## config.mk

```make
export PLATFORM = sky130hd
export DESIGN_NAME = pcm_fifo_player
export DESIGN_NICKNAME = d
export VERILOG_FILES = /design/src/rtl/pcm_fifo_player.sv
export SDC_FILE = /design/constraint.sdc
export NUM_CORES = 1
export LEC_CHECK = 0
export BUFFER_PORTS_ARGS = -buffer_cell sky130_fd_sc_hd__buf_4
export CAP_MARGIN = 0
export CORE_AREA = 2 2 66 68
export DETAILED_ROUTE_END_ITERATION = 7
export DIE_AREA = 0 0 68 70
export PLACE_DENSITY = 0.67
export SLEW_MARGIN = 20
export SYNTH_ARGS = -nofsm -noshare
export SYNTH_HDL_FRONTEND = slang
export SYNTH_SLANG_ARGS = --single-unit
```

## constraint.sdc

```tcl
create_clock -name clock -period 2 [get_ports clock]
set_clock_uncertainty 0.15 [all_clocks]
set_input_delay 0.3 -clock clock [delete_from_list [all_inputs] [get_ports clock]]
set_output_delay 0.3 -clock clock [all_outputs]
set_load 0.01 [all_outputs]
```

## src/rtl/pcm_fifo_player.sv

```systemverilog
// PCM playback: pops one sample per sample period from the FIFO and drives it out as PWM.
// Read latency: fifo_rd one cycle after the tick, new sample visible three cycles after it.
// Optional build macro PCM_PLAYER_MUTE_ON_UNDERRUN_EN: an empty FIFO at a tick forces midscale.
module pcm_fifo_player #(
   parameter int dbits      = 8,
   parameter int sample_div = 2268,
   parameter int divw       = 12
) (
   input  logic             clock,
   input  logic             reset,
   input  logic             play,
   input  logic             fifo_empty,
   input  logic [dbits-1:0] fifo_dout,
   output logic             fifo_rd,
   output logic             pwm_out,
   output logic [dbits-1:0] sample,
   output logic             underrun,
   input  logic             underrun_clr,
   output logic             busy
);

   localparam logic [divw-1:0]  DIV_LAST = divw'(sample_div - 1);
   localparam logic [dbits-1:0] MIDSCALE = {1'b1, {(dbits-1){1'b0}}};
   localparam logic [dbits-1:0] PWM_LAST = '1;

   typedef enum logic [1:0] {
      S_IDLE,
      S_READ,
      S_CAPTURE
   } state_t;

   state_t           state_q;
   logic             rd_q;
   logic             busy_q;
   logic             underrun_q;
   logic [dbits-1:0] sample_q;

   logic [divw-1:0]  div_q,     div_d;
   logic [dbits-1:0] pwm_cnt_q, pwm_cnt_d;
   logic [dbits-1:0] duty_q,    duty_d;
   logic             pwm_q,     pwm_d;
   logic             tick;
   logic             underrun_set;

   // Sample-rate divider: parked at zero while stopped so restart is phase-deterministic.
   always_comb begin
      div_d = '0;
      tick  = 1'b0;
      if (play) begin
         if (div_q == DIV_LAST) begin
            tick = 1'b1;
         end else begin
            div_d = div_q + divw'(1);
         end
      end
   end

   // Duty is latched only at the period boundary so a running period is never disturbed.
   always_comb begin
      pwm_cnt_d = play ? pwm_cnt_q + dbits'(1) : '0;
      duty_d    = (pwm_cnt_q == PWM_LAST) ? sample_q : duty_q;
      pwm_d     = play & (pwm_cnt_q < duty_q);
   end

   always_ff @(posedge clock) begin
      if (reset) begin
         div_q     <= '0;
         pwm_cnt_q <= '0;
         duty_q    <= MIDSCALE;
         pwm_q     <= 1'b0;
      end else begin
         div_q     <= div_d;
         pwm_cnt_q <= pwm_cnt_d;
         duty_q    <= duty_d;
         pwm_q     <= pwm_d;
      end
   end

   assign underrun_set = (state_q == S_IDLE) && tick && fifo_empty;

   always_ff @(posedge clock) begin
      if (reset) begin
         state_q    <= S_IDLE;
         rd_q       <= 1'b0;
         busy_q     <= 1'b0;
         underrun_q <= 1'b0;
         sample_q   <= MIDSCALE;
      end else begin
         rd_q <= 1'b0;
         case (state_q)
            S_IDLE: begin
               if (tick && !fifo_empty) begin
                  state_q <= S_READ;
                  rd_q    <= 1'b1;
                  busy_q  <= 1'b1;
               end
`ifdef PCM_PLAYER_MUTE_ON_UNDERRUN_EN
               else if (underrun_set) begin
                  sample_q <= MIDSCALE;
               end
`endif
            end
            S_READ: begin
               state_q <= S_CAPTURE;
            end
            S_CAPTURE: begin
               // FIFO data is registered, so it is valid the cycle after the strobe.
               sample_q <= fifo_dout;
               state_q  <= S_IDLE;
               busy_q   <= 1'b0;
            end
            default: begin
               state_q <= S_IDLE;
               busy_q  <= 1'b0;
            end
         endcase

         if (underrun_set) begin
            underrun_q <= 1'b1;
         end else if (underrun_clr) begin
            underrun_q <= 1'b0;
         end
      end
   end

   assign fifo_rd  = rd_q;
   assign busy     = busy_q;
   assign underrun = underrun_q;
   assign sample   = sample_q;
   assign pwm_out  = pwm_q;

endmodule
```

==> metrics.md, run 1 <==
| Metric | Value |
|---|---|
| Post-route ant nets | `0` |
| Max Root-Sink Buffers | `2` |
| Slew headroom | `60.7%` |
| Psw | `304 uW` |
| Filler cells | `slightly above 400` |
| Die Height | `~70 um` |
| Setup TNS | `0 ns` |
| Post-DP HPWL | `between 2000 and 2500 um` |
| Synthesized cell area | `~1800 sq um` |
| Post-synth top area cell | `dfxtp_1` |
| #FFs+latches synth | `42` |
| Die width | `68 um` |
| Wirelength per Cell | `~12 um` |
| Total Wirelength | `3250 um` |
| RD Place Congestion | `0.788` |
| Distinct cells, synth | `35` |
| Final Max Slew Viols | `0` |
| CP most frequent cell | `nand3_2` |
| Worst path required time | `between 2 and 2.5 ns` |
| Total congestion overflow | `0` |
| Cell Rows | `24` |
| Die area | `roughly 4800 sq um` |
| Commonest cells in the netlist | `dfxtp_1, nand2_1, nor2_1, a21oi_1, xor2_1` |
| Clk pwr share | `roughly 43%` |
| Final net count | `246` |
| Most frequent cell after synthesis | `dfxtp_1` |
| Post-route DRC | `0` |
| Minimum clock period | `1.75 ns` |
| Tcrit/Tclk final | `around 90%` |
| Critical Path AT | `1.78 ns` |
| Top delay family on crit path | `simple AND/OR/NAND/NOR gates` |
| Wire length of the first global-routing pass | `between 5000 and 6000 um` |
| FFs w/ async S/R, synth | `0%` |
| Clock transition at path regs | `around 0.080 ns` |
| Top sig layer | `met4` |
| Setup violations, final | `0` |
| Maximum VDD drop | `between 0.3 and 0.4 mV` |
| Logic pwr share | `between 3 and 4%` |
| CTS Buf Count | `5` |
| Largest net degree at the start of global routing | `20` |
| Worst Path Buf+Inv | `0` |
| Share of layout cells above drive strength 1 | `17.9%` |
| Number of global-route vias before repair | `around 1300` |
| Final hold slack | `roughly 0.05 ns` |
| CP max-delay cell | `dfxtp_1` |
| Min-Delay Path Class | `input pin to flop` |
| Ys Warns | `0` |
| Syn Inst Count | `approximately 200` |
| Initial antenna violation count | `0` |
| Crit path max fanout | `12` |
| Register share of total power | `between 50% and 60%` |
| Worst R2R Setup Slack | `0.25 ns` |
| Final instance count without filler cells | `between 200 and 300` |
| Critical Path Sink Type | `flop` |
| CTS root buf | `clkbuf_8` |
| Post-CTS Setup Repair Bufs | `0` |
| WL met1 | `roughly 1600 um` |
| Internal power | `approximately 1300 uW` |
| Final Hold Fails | `0` |
| Prevailing post-synth register cell | `dfxtp_1` |
| Fin worst setup slack | `between 0.2 and 0.25 ns` |
| Maximum level of the CTS H-tree | `2` |
| EDFF count, synth | `0` |
| Status | `finished, final reports clean` |
| Number of antenna diodes | `0` |
| Power Dens Cells | `746 nW/um^2` |
| F_max | `between 500 and 600 MHz` |
| Max-cap viol count | `0` |
| R2R Path Start | `div_q[0]$_SDFF_PP0_` |
| Clock Sinks | `42` |
| CP cell instances | `ha_1, nor4bb_1, nand3_2, nand3_2, nor2_1` |
| Cts hold-fix bufs | `0` |
| Met2 wire len | `approximately 1400 um` |
| Pre-CTS setup slack | `roughly 0.080 ns` |
| Pleak | `about 0.00085 uW` |
| Iteration-0 DRC Markers | `~60` |
| Via count | `1336` |
| Worst-Margin Slew | `a little under 0.6 ns` |
| Total track usage | `roughly 16%` |
| Clk_lat worst skew | `between 0.2 and 0.3 ns` |
| Met3 WL post-DR | `117 um` |
| CTS tree | `done` |
| Sw Share | `around a fifth` |
| Yosys top cell area share | `47.5%` |
| IO Pins | `25` |
| Core area | `roughly 4100 sq um` |
| Area growth syn-to-layout | `18.8%` |
| Pre-Repair DR Iteration Count | `4` |
| Initial core utilization | `42.7%` |
| Sequential area share after synthesis | `approximately 47%` |
| Post-DR vias/cell | `about 4.8` |
| Startpoint types | `flop` |
| RSZ-0062 raised after global routing | `no` |
| Critical Path Source | `div_q[0]$_SDFF_PP0_` |
| Synth area leaders | `dfxtp_1, ha_1, nand2_1, xor2_1, a21oi_1` |
| Syn Nets | `220` |
| Synthesized area per cell | `just under 9 sq um` |
| Slowest stage delay, CP | `roughly 0.36 ns` |
| Hold path startpoint | `fifo_empty` |
| Inst Count DP | `roughly 270` |
| Critical path class | `flop to flop` |
| IO buf count | `24` |
-- state kept, by name, summed over array words and instances, names as in the netlist --
signal,count
pwm_out,1
state_q,2
duty_q,8
sample,8
div_q,12
busy,1
underrun,1
fifo_rd,1
pwm_cnt_q,8
-- cell type report --
cell class | count | area [sq um] | area share (%)
multi-input combinational | 140 | 856 | 40.7
sequential | 42 | 841 | 40.0
timing repair buffer | 26 | 195 | 9.28
clock buffer | 6 | 82.6 | 3.93
tap | 52 | 65.1 | 3.09
inverter | 9 | 33.8 | 1.61
clock inverter | 1 | 30.0 | 1.43
-- cells by family after synthesis --
logic type / after synthesis / share of synthesized area [%]
AND/OR/NAND/NOR: 83 / 24.1
AO/OA/AOI/OAI: 34 / 10.7
buffers and inverters: 16 / 4.45
adder cells (fa/ha/maj): 9 / 6.36
XOR/XNOR: 14 / 6.93
flip-flops: 42 / 47.5
-- final timing paths --
| kind | endpoint | cells past startpoint |
|---|---|---|
| setup / recovery | div_q[3]$_SDFF_PP0_ | 5 |
| hold / removal | fifo_rd$_SDFF_PP0_ | 2 |
| setup reg to reg | div_q[3]$_SDFF_PP0_ | 5 |
| hold reg to reg | div_q[0]$_SDFF_PP0_ | 1 |
-- worst reg2reg max path: stages, from the launching register on --
cell and delay [ns]:
dfxtp_1 0.36, ha_1 0.29, nor4bb_1 0.32, nand3_2 0.19, nand3_2 0.24, nor2_1 0.10
-- stage by stage --
step,power (uW),cell area [sq um],utilization (%)
5_1_grt,1630,2100,50.8
2_1_floorplan,893,1770,-
3_3_place_gp,915,1990,47.9
4_1_cts,1580,2100,50.6
6_report,1570,2100,50.8
3_5_place_dp,915,1990,47.9
-- placed cells by master (no fill, tap or decap), types with 2 or more instances in the layout --
cell      count
or3_1         2
inv_1         9
o21ai_0      10
nand3_1       9
nand3_2       2
and3_1        5
a21oi_1      18
nand4_1       4
buf_4        26
nor2_1       20
ha_1          9
clkbuf_8      6
dfxtp_1      42
xnor2_1       3
nor3_1        2
nor2b_1       2
nand2_1      27
xor2_1       11
-- repair_timing --
action                                  4_1_cts  5_1_grt
endpoints found under the setup margin        0       12
resized for setup                             0        1
endpoints found under the hold margin         0        0
-- metal layers --
| metal | vias up | GRT usage (%) |
|---|---|---|
| li1 | 717 | - |
| met1 | 594 | 23.1 |
| met2 | 18 | 23.4 |
| met3 | 7 | 4.83 |
| met4 | 0 | 6.00 |
| met5 | - | 0 |
-- power by group through the flow --
stage | logic [uW] | clock network (uW) | registers, uW
floorplan | 29.3 | 0 | 863
global placement | 51.3 | 0 | 864
detailed placement | 51.7 | 0 | 864
CTS | 52.0 | 682 | 844
global route | 58.6 | 726 | 845
finish | 51.6 | 674 | 844
(Power assumes the default switching activity.)
==> run 2: changes to the inputs <==
--- a/config.mk
+++ b/config.mk
@@ -11,6 +11,7 @@
 export DETAILED_ROUTE_END_ITERATION = 7
 export DIE_AREA = 0 0 68 70
 export PLACE_DENSITY = 0.67
+export SETUP_SLACK_MARGIN = 0.4
 export SLEW_MARGIN = 20
 export SYNTH_ARGS = -nofsm -noshare
 export SYNTH_HDL_FRONTEND = slang
==> run 2 against run 1 <==
Count of clock-buffer cells in the layout is the same. Utilization grew 2.4 points. Sequential power is essentially flat. Largest cell class unchanged.
==> metrics.md, run 2 (synthesis gave the netlist of run 1 again) <==
| Metric | Value |
|---|---|
| Status | `finished, final reports clean` |
| Post-DP HPWL | `2310 um (unchanged)` |
| Post-route ant nets | `0 (unchanged)` |
| CTS Buf Count | `5 (unchanged)` |
| Initial core utilization | `42.7% (unchanged)` |
| IO Pins | `25 (unchanged)` |
| Register share of total power | `53.5% (-0.3 points)` |
| Min-Delay Path Class | `input pin to flop` |
| Maximum VDD drop | `0.388 mV (+8.9%)` |
| GRT met1 Usage | `23.5% (+0.41 points)` |
| Final instance count without filler cells | `277 (+0.36%)` |
| Sw Share | `19.7% (+0.40 points)` |
| Clk_lat worst skew | `0.29 ns (about the same)` |
| Total Wirelength | `3460 um (+6.7%)` |
| Final net count | `247 (+0.41%)` |
| Inst Count DP | `269 (unchanged)` |
| Clock transition at path regs | `0.08 ns (about the same)` |
| CTS root buf | `clkbuf_8` |
| Initial antenna violation count | `0 (unchanged)` |
| Wire length of the first global-routing pass | `6140 um (+4.2%)` |
| Total congestion overflow | `0 (unchanged)` |
| Core area | `4140 sq um (unchanged)` |
| Startpoint types | `flop` |
| Die width | `68 um (unchanged)` |
| Logic pwr share | `3.7% (+0.4 points)` |
| Psw | `312 uW (+2.8%)` |
| Setup TNS | `0 ns (unchanged)` |
| Critical path class | `flop to flop` |
| Cell Rows | `24 (unchanged)` |
| Wirelength per Cell | `12.5 um (+6.4%)` |
| Most common cell after layout, fill and taps aside | `dfxtp_1` |
| Global Route met2 Usage | `24.6% (+1.2 points)` |
| Iteration-0 DRC Markers | `67 (+14%)` |
| Max-cap viol count | `0 (unchanged)` |
| Tcrit/Tclk final | `74.8% (-13 points)` |
| Power, Total | `1580 uW (+0.70%)` |
| Most frequent cells in the layout | `dfxtp_1, nand2_1, buf_4, nor2_1, a21oi_1` |
| Post-CTS Setup Repair Bufs | `0 (unchanged)` |
| Fin worst setup slack | `0.504 ns (+0.259 ns)` |
| Max Root-Sink Buffers | `2 (unchanged)` |
| Crit path max fanout | `6 (-6)` |
| Top reg by flops | `div_q` |
| Area growth syn-to-layout | `24.3%` |
| Slew headroom | `60.2% (-0.52 points)` |
| Via count | `1358 (+1.6%)` |
| GRT met3 Usage | `4.99% (+0.16 points)` |
| Die area | `4760 sq um (unchanged)` |
| Number of antenna diodes | `0 (unchanged)` |
| Largest net degree at the start of global routing | `20 (unchanged)` |
| Setup violations, final | `0 (unchanged)` |
| Worst path required time | `2.09 ns (+0.06 ns)` |
| Die Height | `70 um (unchanged)` |
| IO buf count | `24 (unchanged)` |
| Max FFs per register | `12 (unchanged)` |
| Maximum level of the CTS H-tree | `2 (unchanged)` |
| Critical Path AT | `1.59 ns (-0.19 ns)` |
| Power Dens Cells | `718 nW/um^2 (-3.8%)` |
| Post-DR vias/cell | `4.90 (+1.3%)` |
| RD Place Congestion | `0.788 (unchanged)` |
| Final hold slack | `0.0476 ns (-0.000984 ns)` |
| Layer with the highest usage | `met2` |
| Clock Sinks | `42 (unchanged)` |
| Number of global-route vias before repair | `1312 (+3.8%)` |
| Cts hold-fix bufs | `0 (unchanged)` |
| Pre-CTS setup slack | `0.0795 ns (unchanged)` |
| Pre-Repair DR Iteration Count | `4 (unchanged)` |
| Final Hold Fails | `0 (unchanged)` |
| Post-route DRC | `0 (unchanged)` |
| F_max | `669 MHz (+17%)` |
| Clk pwr share | `42.8% (about the same)` |
| RSZ-0062 raised after global routing | `no` |
| Final Max Slew Viols | `0 (unchanged)` |
| CTS tree | `done` |
| Total track usage | `17.1% (+0.69 points)` |
| Minimum clock period | `1.50 ns (-0.259 ns)` |
| Worst-Margin Slew | `0.596 ns (+0.00778 ns)` |
| Pleak | `0.000852 uW (+0.52%)` |
| Share of layout cells above drive strength 1 | `21.8% (+3.9 points)` |
| Critical Path Sink Type | `flop` |
| Internal power | `1270 uW (+0.20%)` |
-- run 2: cell count changes in the layout (fill, tap and decap cells not counted), sizes merged --
cell   delta
nand3     +1
-- run 2: per-layer routing --
metal | wire, um | up-vias
met1 | 1690 | 606
met2 | 1570 | 20
met3 | 125 | 9
met5 | 0 | -
met4 | 80 | 0
li1 | - | 723
-- run 2: final cells by class --
cell class / instances / area, sq um
fillers: 394 / 1940
multi-input cells: 141 / 946
flip-flops and latches: 42 / 848
repair buffers: 26 / 195
clock buffers: 6 / 82.6
well taps: 52 / 65.1
inverters: 9 / 33.8
clock inverters: 1 / 30.0
-- run 2: final timing paths --
| kind | from | to | slack [ns] | cells after the start |
|---|---|---|---|---|
| worst max-delay path | div_q[0]$_SDFF_PP0_ | busy$_SDFFE_PP0P_ | 0.50 | 5 |
| worst min-delay path | fifo_empty | fifo_rd$_SDFF_PP0_ | 0.05 | 2 |
| worst max register to register | div_q[0]$_SDFF_PP0_ | busy$_SDFFE_PP0P_ | 0.50 | 5 |
| worst min register to register | busy$_SDFFE_PP0P_ | busy$_SDFFE_PP0P_ | 0.31 | 1 |
-- run 2: worst max-delay path, cell delays in order, from the launching register on --
cell and delay [ns]:
dfxtp_2 0.37, ha_4 0.18, nor4bb_4 0.26, nand3_4 0.18, nor3_4 0.20, a21o_1 0.09
-- run 2: what timing repair did --
action | CTS | global route
gates cloned | 1 | 0
gates resized for setup | 8 | 12
endpoints found under the setup margin | 15 | 24
pin swaps | 2 | 0
-- run 2: power groups by stage --
stage / clock network (uW) / registers (uW) / logic [uW]
floorplan: 0 / 863 / 29.3
global placement: 0 / 864 / 51.3
detailed placement: 0 / 864 / 51.7
CTS: 682 / 844 / 57.4
global route: 726 / 846 / 65.6
finish: 677 / 846 / 58.2
-- run 2: stage by stage --
step	util [%]	instance area, sq um
after floorplan	-	1770
after global placement	47.9	1990
after detailed placement	47.9	1990
after CTS	52.0	2150
after global routing	53.1	2200
final	53.1	2200
